<file path="config.mk">
export PLATFORM = sky130hd
export DESIGN_NAME = stream_source
export DESIGN_NICKNAME = d
export VERILOG_FILES = /design/src/rtl/stream_source.sv
export SDC_FILE = /design/constraint.sdc
export NUM_CORES = 1
export LEC_CHECK = 0
export BUFFER_PORTS_ARGS = -buffer_cell sky130_fd_sc_hd__buf_2
export CORE_ASPECT_RATIO = 2
export CORE_MARGIN = 1
export CORE_UTILIZATION = 45
export CTS_CLUSTER_DIAMETER = 200
export DETAILED_ROUTE_END_ITERATION = 8
export GPL_TIMING_DRIVEN = 1
export PLACE_DENSITY = 0.67
export SYNTH_ARGS = -nofsm -noshare
export SYNTH_HDL_FRONTEND = slang
export SYNTH_SLANG_ARGS = --single-unit
</file>
<file path="constraint.sdc">
create_clock -name clk -period 2.86 [get_ports clk]
set_clock_uncertainty 0.15 [all_clocks]
set_input_delay 0.143 -clock clk [delete_from_list [all_inputs] [get_ports clk]]
set_output_delay 0.143 -clock clk [all_outputs]
set_load 0.03 [all_outputs]
</file>
<file path="src/rtl/stream_source.sv">
// Valid/ready traffic source: emits an incrementing pattern starting at SEED,
// with a programmable idle gap after each accepted beat and an optional beat limit.
module stream_source #(
    parameter int unsigned    DW        = 16,
    parameter int unsigned    DELAY     = 1,
    parameter int unsigned    NUM_BEATS = 0,
    parameter logic [DW-1:0]  SEED      = '0
) (
    input  logic          clk,
    input  logic          rst,
    input  logic          start_i,
    input  logic          stop_i,
    input  logic          ready_i,
    output logic          valid_o,
    output logic [DW-1:0] data_o,
    output logic          busy_o,
    output logic          done_o,
    output logic [31:0]   beat_cnt_o,
    output logic [1:0]    state_o
);

    localparam logic [1:0] S_IDLE = 2'd0;
    localparam logic [1:0] S_SEND = 2'd1;
    localparam logic [1:0] S_GAP  = 2'd2;
    localparam logic [1:0] S_DONE = 2'd3;

    localparam logic [31:0] DELAY_L = 32'(DELAY);
    localparam logic [31:0] NUM_L   = 32'(NUM_BEATS);

    logic [1:0]  state;
    logic [31:0] gap_cnt;
    logic        stop_pend;
    logic        handshake;
    logic [31:0] cnt_next;

    // A beat transfers on any rising edge where valid_o and ready_i are both high;
    // once valid_o rises, it and data_o hold until that transfer happens.
    assign handshake = valid_o && ready_i;
    assign cnt_next  = beat_cnt_o + 32'd1;

    assign valid_o = (state == S_SEND);
    assign busy_o  = (state == S_SEND) || (state == S_GAP);
    assign done_o  = (state == S_DONE);
    assign state_o = state;

    always_ff @(posedge clk or posedge rst) begin
        if (rst) begin
            state      <= S_IDLE;
            data_o     <= SEED;
            beat_cnt_o <= '0;
            gap_cnt    <= '0;
            stop_pend  <= 1'b0;
        end else begin
            case (state)
                S_IDLE, S_DONE: begin
                    if (start_i && !stop_i) begin
                        state      <= S_SEND;
                        data_o     <= SEED;
                        beat_cnt_o <= '0;
                        stop_pend  <= 1'b0;
                    end
                end
                S_SEND: begin
                    if (handshake) begin
                        beat_cnt_o <= cnt_next;
                        data_o     <= data_o + DW'(1);
                        if ((NUM_L != 32'd0) && (cnt_next == NUM_L)) begin
                            state     <= S_DONE;
                            stop_pend <= 1'b0;
                        end else if (stop_i || stop_pend) begin
                            state     <= S_IDLE;
                            stop_pend <= 1'b0;
                        end else if (DELAY_L == 32'd0) begin
                            state <= S_SEND;
                        end else begin
                            state   <= S_GAP;
                            gap_cnt <= DELAY_L;
                        end
                    end else if (stop_i) begin
                        // Stop is deferred so the presented beat is never withdrawn.
                        stop_pend <= 1'b1;
                    end
                end
                S_GAP: begin
                    if (stop_i || stop_pend) begin
                        state     <= S_IDLE;
                        stop_pend <= 1'b0;
                        gap_cnt   <= '0;
                    end else if (gap_cnt <= 32'd1) begin
                        state   <= S_SEND;
                        gap_cnt <= '0;
                    end else begin
                        gap_cnt <= gap_cnt - 32'd1;
                    end
                end
                default: state <= S_IDLE;
            endcase
        end
    end

endmodule
</file>
==> results of run 1 <==
registers in the layout, indices dropped and copies added (netlist names):
name and cells:
stop_pend 1, data_o 16, gap_cnt 32, beat_cnt_o 32, state_o 2
power by group through the flow:
stage               Clock, mW  Combinational, mW  Sequential, mW
CTS                      1.24               2.32            1.70
global placement            0               2.27            1.70
floorplan                   0               1.65            1.75
detailed placement          0               2.30            1.72
global route             1.27               2.54            1.73
finish                   1.20               2.31            1.70
metrics by stage:
step                      total power [mW]  utilization  hold WS [ns]
after global routing                 5.548       0.5547        0.1611
after CTS                            5.251       0.5547        0.1406
after detailed placement             4.019       0.5195        0.1439
final                                5.209       0.5547        0.1599
after floorplan                      3.399            -        0.1427
after global placement               3.961       0.5195        0.1344
per-layer routing:
| metal | vias up | GRT usage | part of all wire |
|---|---|---|---|
| met5 | - | 0 | 0 |
| met4 | 0 | 0.08566 | 0.023 |
| met3 | 21 | 0.04745 | 0.031 |
| met2 | 78 | 0.4240 | 0.56 |
| met1 | 1847 | 0.2303 | 0.39 |
| li1 | 1782 | - | - |
what timing repair did:
item                                   4_1_cts  5_1_grt
gates resized for setup                      0        0
endpoints found under the hold margin       41        0
hold buffers                                 2        0
setup endpoints to repair                    0        0
logic make-up after synthesis:
| family | share of synthesized area |
|---|---|
| flops | 0.4704 |
| mux | 0.009351 |
| simple gates | 0.2769 |
| xor+xnor | 0.1051 |
| compound gates | 0.08728 |
| fa+ha+maj | 0.01983 |
| buf+inv | 0.03117 |
how the worst max path moves through the flow:
stage	from	slack (ns)	cells after the start	to
3_5_place_dp	state_o[0]$_DFFE_PP0P_	0.35	7	beat_cnt_o[31]$_DFFE_PP0P_
4_1_cts	state_o[0]$_DFFE_PP0P_	0.31	7	beat_cnt_o[31]$_DFFE_PP0P_
5_1_grt	state_o[0]$_DFFE_PP0P_	0.17	7	beat_cnt_o[29]$_DFFE_PP0P_
6_report	state_o[0]$_DFFE_PP0P_	0.30	7	beat_cnt_o[31]$_DFFE_PP0P_
3_3_place_gp	state_o[0]$_DFFE_PP0P_	0.43	7	beat_cnt_o[31]$_DFFE_PP0P_
2_1_floorplan	state_o[0]$_DFFE_PP0P_	0.1	7	beat_cnt_o[31]$_DFFE_PP0P_
layout make-up:
class                      instances  share of cell area
clock buffer                      10             0.04561
clock inverter                     6             0.01409
inverter                          12            0.008835
multi-input combinational        355              0.4205
sequential                        83              0.3964
tap                              130             0.03104
timing repair buffer              75             0.08357
layout by cell type (no fill, tap or decap), types with 4 or more instances in the layout:
| cell type | n |
|---|---|
| a21o_1 | 5 |
| a21oi_1 | 9 |
| and3_1 | 8 |
| and4_1 | 6 |
| buf_2 | 57 |
| buf_4 | 15 |
| clkbuf_16 | 9 |
| dfrtp_1 | 83 |
| ha_1 | 7 |
| inv_1 | 11 |
| nand2_1 | 36 |
| nand3_1 | 24 |
| nand4_1 | 12 |
| nor2_1 | 65 |
| nor2_2 | 6 |
| nor3_1 | 26 |
| nor4_1 | 18 |
| o21ai_0 | 20 |
| o31ai_1 | 5 |
| or3_1 | 10 |
| or4_1 | 4 |
| xnor2_1 | 41 |
| xor2_1 | 12 |
critical path, stage by stage, from the launching register on:
cell and delay [ns]:
dfrtp_1 0.39, inv_1 0.07, ha_1 0.36, inv_1 0.16
o2111ai_1 0.20, or4_1 0.64, or3_1 0.34, a21oi_1 0.15
==> results.txt, run 1 <==
----------------------------------------------------
[Placement]
  Routability congestion estimate ... 0.8620
  Cell Area, Placed ... 0.004907 mm²
  HPWL after detailed placement ... 7667 µm
  Pre-CTS setup slack ... 0.3461 ns
  Total placed cells including tap cells ... 653
  Port Buffers ... 57

[Drt]
  Via count of the routed design ... 3,728
  Vias per Instance ... 5.556
  Initial DRT Pass Iterations ... 4
  DRT antenna net count ... 0
  Routed Wire Length ... 10,590 µm
  Drt wl/cell ... 15.78 µm
  Residual DRC count ... 0
  Detailed Route Iter0 Violations ... 160

[Timing]
  RSZ-0062 raised after global routing ... no
  Max-slew violation total from the final report ... 0
  Least-Margin Pin Slew ... 0.7536 ns
  Time the final worst path needs with I/O delays and setup ... 2.556 ns
  Setup-violating endpoint count in the final report ... 0
  Worst Slack Setup Final ... 0.3035 ns
  Upper clock frequency limit ... 391.2 MHz
  Worst relative slew slack ... 0.4970
  Total Neg Setup Slack ... 0 ns
  Number of endpoints with negative hold slack in the final report ... 0
  Post-route clock period utilization ... 0.8939

[Logic synthesis]
  Top area cells in the synthesized netlist ... dfrtp_1, xnor2_1, nor2_1
  Cell with the most instances after synthesis ... dfrtp_1
  Top flip-flop cell by instance count after synthesis ... dfrtp_1
  Per-instance average area after synthesis ... 9.395 µm²
  Top cell type's share of synthesized area ... 0.4704
  Post-Syn Nets ... 482
  Number of warnings printed during yosys synthesis ... 0
  Synthesized instance count ... 470
  Synthesized cell area ... 0.004415 mm²
  Largest area contributor in the netlist ... dfrtp_1
  Seq/Total Area, Yosys ... 0.4704
  Count of distinct cell types in the synthesized netlist ... 49
  Count of flip-flops with a built-in enable after synthesis ... 0
  Number of synthesized register bits ... 83
  Most numerous cell types in the synthesized netlist ... dfrtp_1, nor2_1, xnor2_1, nand2_1, nor3_1
  Proportion of synthesized flip-flops having asynchronous set or reset ... 1.000

[Worst hold path]
  Worst min-delay path category ... input pin to flip-flop
  Cells on Worst Hold Path ... 4
  Start point of the worst min-delay path ... ready_i
  Worst Hold Path EP ... state_o[0]$_DFFE_PP0P_

[Setup path]
  Crit Reg-Reg Startpoint ... state_o[0]$_DFFE_PP0P_
  Nature of the critical path endpoint ... flip-flop
  Maximum fanout along the worst path ... 5
  Data arrival time of the critical path ... 2.67 ns
  R2R Path End ... beat_cnt_o[31]$_DFFE_PP0P_
  Type of element launching the critical path ... flip-flop
  Required @ worst endpoint ... 2.97 ns
  Critical setup path kind ... flip-flop to flip-flop
  Worst R2R Path Depth ... 7
  Minimum setup slack among reg-to-reg paths ... 0.30 ns

[Power]
  Psw ... 2.244 mW
  Leak ... 2.477 nW
  Clk network pwr share ... 0.231
  Share of total power in sequential cells ... 0.325
  Maximum VDD drop ... 0.001266 V
  Internal power component ... 2.965 mW
  Share of power burned in combinational logic ... 0.444
  Ratio of total power to cell area ... 994.1 mW/mm²
  Fraction of power spent switching nets ... 0.4308

[Clock tree]
  Clock sink count ... 83
  Post-CTS setup buffer count ... 0
  CTS tree ... done
  Number of buffers created by CTS ... 9
  Skew-Pair Late Insertion Delay ... 0.34 ns
  Buffer cell driving the clock tree root ... clkbuf_16
  Clk buf depth ... 2
  Clk pin slew, worst setup/hold paths ... 0.06 ns
  Number of levels in the clock H-tree ... 3

[Global route]
  Initial antenna violation count ... 0
  First-pass GRT wire length ... 17,770 µm
  Overflow left after global routing ... 0
  GRT Overall Usage ... 0.2227
  Largest net degree at the start of global routing ... 44
  Vias in the first global route ... 3,678

[Run]
  Max-cap violation count ... 0

[Die]
  Horiz. Die Dim ... 72.05 µm
  Starting utilization of the core area ... 0.4674
  Area enclosed by the die boundary ... 0.01024 mm²
  Core Rows ... 50
  Die Height ... 142.1 µm
  Number of top-level design ports ... 58
  Placeable core region ... 0.009447 mm²

[Finish]
  Final cell count without fillers ... 671
  Register area ... 0.002077 mm²
  Net count of the finished layout ... 548
  Fill cell instance count of the final layout ... 873
  Multi-input combinational cell area ... 0.002203 mm²
  Final cell area excluding filler cells ... 0.005240 mm²
  Share of cells above drive strength 1 ... 0.2015
  Area Growth Syn to Fin ... 18.67%
  Ant diodes ... 0

[Status]
  Status ... completed

----------------------------------------------------
(Power assumes the default switching activity.)
==> inputs of run 2 (changes only) <==
MAX_ROUTING_LAYER = met4   (was unset)
==> results.txt, run 2 (synthesis results as in run 1) <==
----------------------------------------------------
[Die]
  Core Rows ... 50 (unchanged)
  Number of top-level design ports ... 58 (unchanged)
  Placeable core region ... 0.009447 mm² (unchanged)
  Horiz. Die Dim ... 72.05 µm (unchanged)
  Die Height ... 142.1 µm (unchanged)
  Area enclosed by the die boundary ... 0.01024 mm² (unchanged)
  Starting utilization of the core area ... 0.4674 (unchanged)

[Setup path]
  Type of element launching the critical path ... flip-flop (unchanged)
  Critical setup path kind ... flip-flop to flip-flop (unchanged)
  Data arrival time of the critical path ... 2.66 ns (was 2.67 ns)
  Crit path top cell by count ... inv_1 (unchanged)
  CP Cell Sequence ... inv_1, ha_1, inv_1, o2111ai_1, or4_1, or3_1, a21oi_1 (unchanged)
  Nature of the critical path endpoint ... flip-flop (unchanged)
  Minimum setup slack among reg-to-reg paths ... 0.31 ns (was 0.30 ns)
  Crit path largest cell delay ... 0.64 ns (about the same)
  Maximum fanout along the worst path ... 5 (unchanged)
  Slowest stage cell, crit path ... or4_1 (unchanged)
  Required @ worst endpoint ... 2.97 ns (about the same)

[Clock tree]
  Number of levels in the clock H-tree ... 3 (unchanged)
  Buffer cell driving the clock tree root ... clkbuf_16 (unchanged)
  Clk buf depth ... 2 (unchanged)
  Number of buffers created by CTS ... 9 (unchanged)
  Clock sink count ... 83 (unchanged)
  CTS tree ... done (unchanged)
  Clk pin slew, worst setup/hold paths ... 0.06 ns (about the same)
  Skew-Pair Late Insertion Delay ... 0.34 ns (about the same)

[Placement]
  Routability congestion estimate ... 0.8759 (was 0.8620)
  Port Buffers ... 57 (unchanged)
  Pre-CTS setup slack ... 0.3461 ns (unchanged)
  HPWL after detailed placement ... 7667 µm (unchanged)

[Worst hold path]
  Worst min-delay path category ... input pin to flip-flop (unchanged)

[Drt]
  Drt wl/cell ... 15.75 µm (was 15.78 µm)
  Vias per Instance ... 5.541 (was 5.556)
  DRT antenna net count ... 0 (unchanged)
  Residual DRC count ... 0 (unchanged)
  Initial DRT Pass Iterations ... 4 (unchanged)
  Via count of the routed design ... 3,718 (was 3,728)
  Detailed Route Iter0 Violations ... 210 (was 160)
  Routed Wire Length ... 10,570 µm (was 10,590 µm)

[Timing]
  Setup-violating endpoint count in the final report ... 0 (unchanged)
  Worst Slack Setup Final ... 0.3078 ns (was 0.3035 ns)
  Number of endpoints with negative hold slack in the final report ... 0 (unchanged)
  Worst relative slew slack ... 0.4986 (was 0.4970)
  Upper clock frequency limit ... 391.8 MHz (was 391.2 MHz)
  Total Neg Setup Slack ... 0 ns (unchanged)
  RSZ-0062 raised after global routing ... no (unchanged)
  Post-route clock period utilization ... 0.8924 (was 0.8939)
  Least-Margin Pin Slew ... 0.7513 ns (was 0.7536 ns)
  Max-slew violation total from the final report ... 0 (unchanged)
  Time the final worst path needs with I/O delays and setup ... 2.552 ns (was 2.556 ns)

[Global route]
  Vias in the first global route ... 3,675 (was 3,678)
  GRT Overall Usage ... 0.2292 (was 0.2227)
  First-pass GRT wire length ... 17,780 µm (was 17,770 µm)
  Largest net degree at the start of global routing ... 44 (unchanged)
  Overflow left after global routing ... 0 (unchanged)
  Initial antenna violation count ... 0 (unchanged)

[Run]
  Max-cap violation count ... 0 (unchanged)

[Finish]
  Fill cell instance count of the final layout ... 873 (unchanged)
  Area Growth Syn to Fin ... 18.67% (unchanged)
  Layout Utilization ... 0.5547 (unchanged)
  Ant diodes ... 0 (unchanged)
  Most common library cell in the layout ignoring fill and taps ... dfrtp_1 (unchanged)
  Share of cells above drive strength 1 ... 0.2015 (unchanged)
  Net count of the finished layout ... 548 (unchanged)
  Commonest non-fill, non-tap cells in the layout ... dfrtp_1, nor2_1, buf_2, xnor2_1, nand2_1 (unchanged)
  Largest registers in the final layout ... beat_cnt_o: 32 flops, gap_cnt: 32 flops, data_o: 16 flops (unchanged)

[Power]
  Tot Pwr ... 5.210 mW (was 5.209 mW)
  Leak ... 2.477 nW (unchanged)
  Ratio of total power to cell area ... 994.2 mW/mm² (was 994.1 mW/mm²)
  Maximum VDD drop ... 0.001268 V (was 0.001266 V)

[Status]
  Status ... completed (unchanged)

----------------------------------------------------
[run 2: path summary, 6_finish.rpt]
check | startpoint | endpoint | cells after the start
max | state_o[0]$_DFFE_PP0P_ | beat_cnt_o[31]$_DFFE_PP0P_ | 7
min reg2reg | data_o[1]$_DFFE_PP0P_ | data_o[1]$_DFFE_PP0P_ | 2
min | ready_i | state_o[0]$_DFFE_PP0P_ | 4
max reg2reg | state_o[0]$_DFFE_PP0P_ | beat_cnt_o[31]$_DFFE_PP0P_ | 7
max in group asynchronous | rst | beat_cnt_o[7]$_DFFE_PP0P_ | 4
min in group asynchronous | rst | stop_pend$_DFFE_PP0P_ | 3
[run 2: what timing repair did]
item / CTS / global route
hold buffers: 2 / 0
buffers inserted: 0 / 0
endpoints found under the hold margin: 41 / 0
gates resized for setup: 0 / 0
[run 2: final cells by class]
cell class | count | area [µm²] | share of cell area
well taps | 130 | 162.7 | 0.03104
clock inverters | 6 | 73.82 | 0.01409
multi-input cells | 355 | 2203 | 0.4205
flip-flops and latches | 83 | 2077 | 0.3964
inverters | 12 | 46.29 | 0.008835
repair buffers | 75 | 437.9 | 0.08357
clock buffers | 10 | 239.0 | 0.04561
[run 2: routing by layer]
layer | up-vias | GRT usage | part of all wire
met5 | - | - | 0
met4 | 0 | 0.08256 | 0.019
met3 | 16 | 0.04745 | 0.035
met2 | 82 | 0.4265 | 0.56
met1 | 1832 | 0.2299 | 0.38
li1 | 1788 | - | -
[run 2: power breakdown]
part	switching (mW)	internal (mW)	total (mW)
clock	0.495	0.709	1.20
combinational	1.46	0.850	2.31
sequential	0.288	1.41	1.69
[run 2: worst max-delay path, delay by kind of cell (launching register included)]
family                   cells  cell delay (ns)
AND/OR/NAND/NOR              2             0.98
flip-flops                   1             0.39
adder cells (fa/ha/maj)      1             0.36
AO/OA/AOI/OAI                2             0.35
buffers and inverters        2             0.24
[run 2: stage by stage]
step	instance area [µm²]	hold WS (ns)	cells
after floorplan	4415	0.1427	470
after global placement	4907	0.1344	653
after detailed placement	4907	0.1439	653
after CTS	5240	0.1406	671
after global routing	5240	0.1612	671
final	5240	0.1525	671
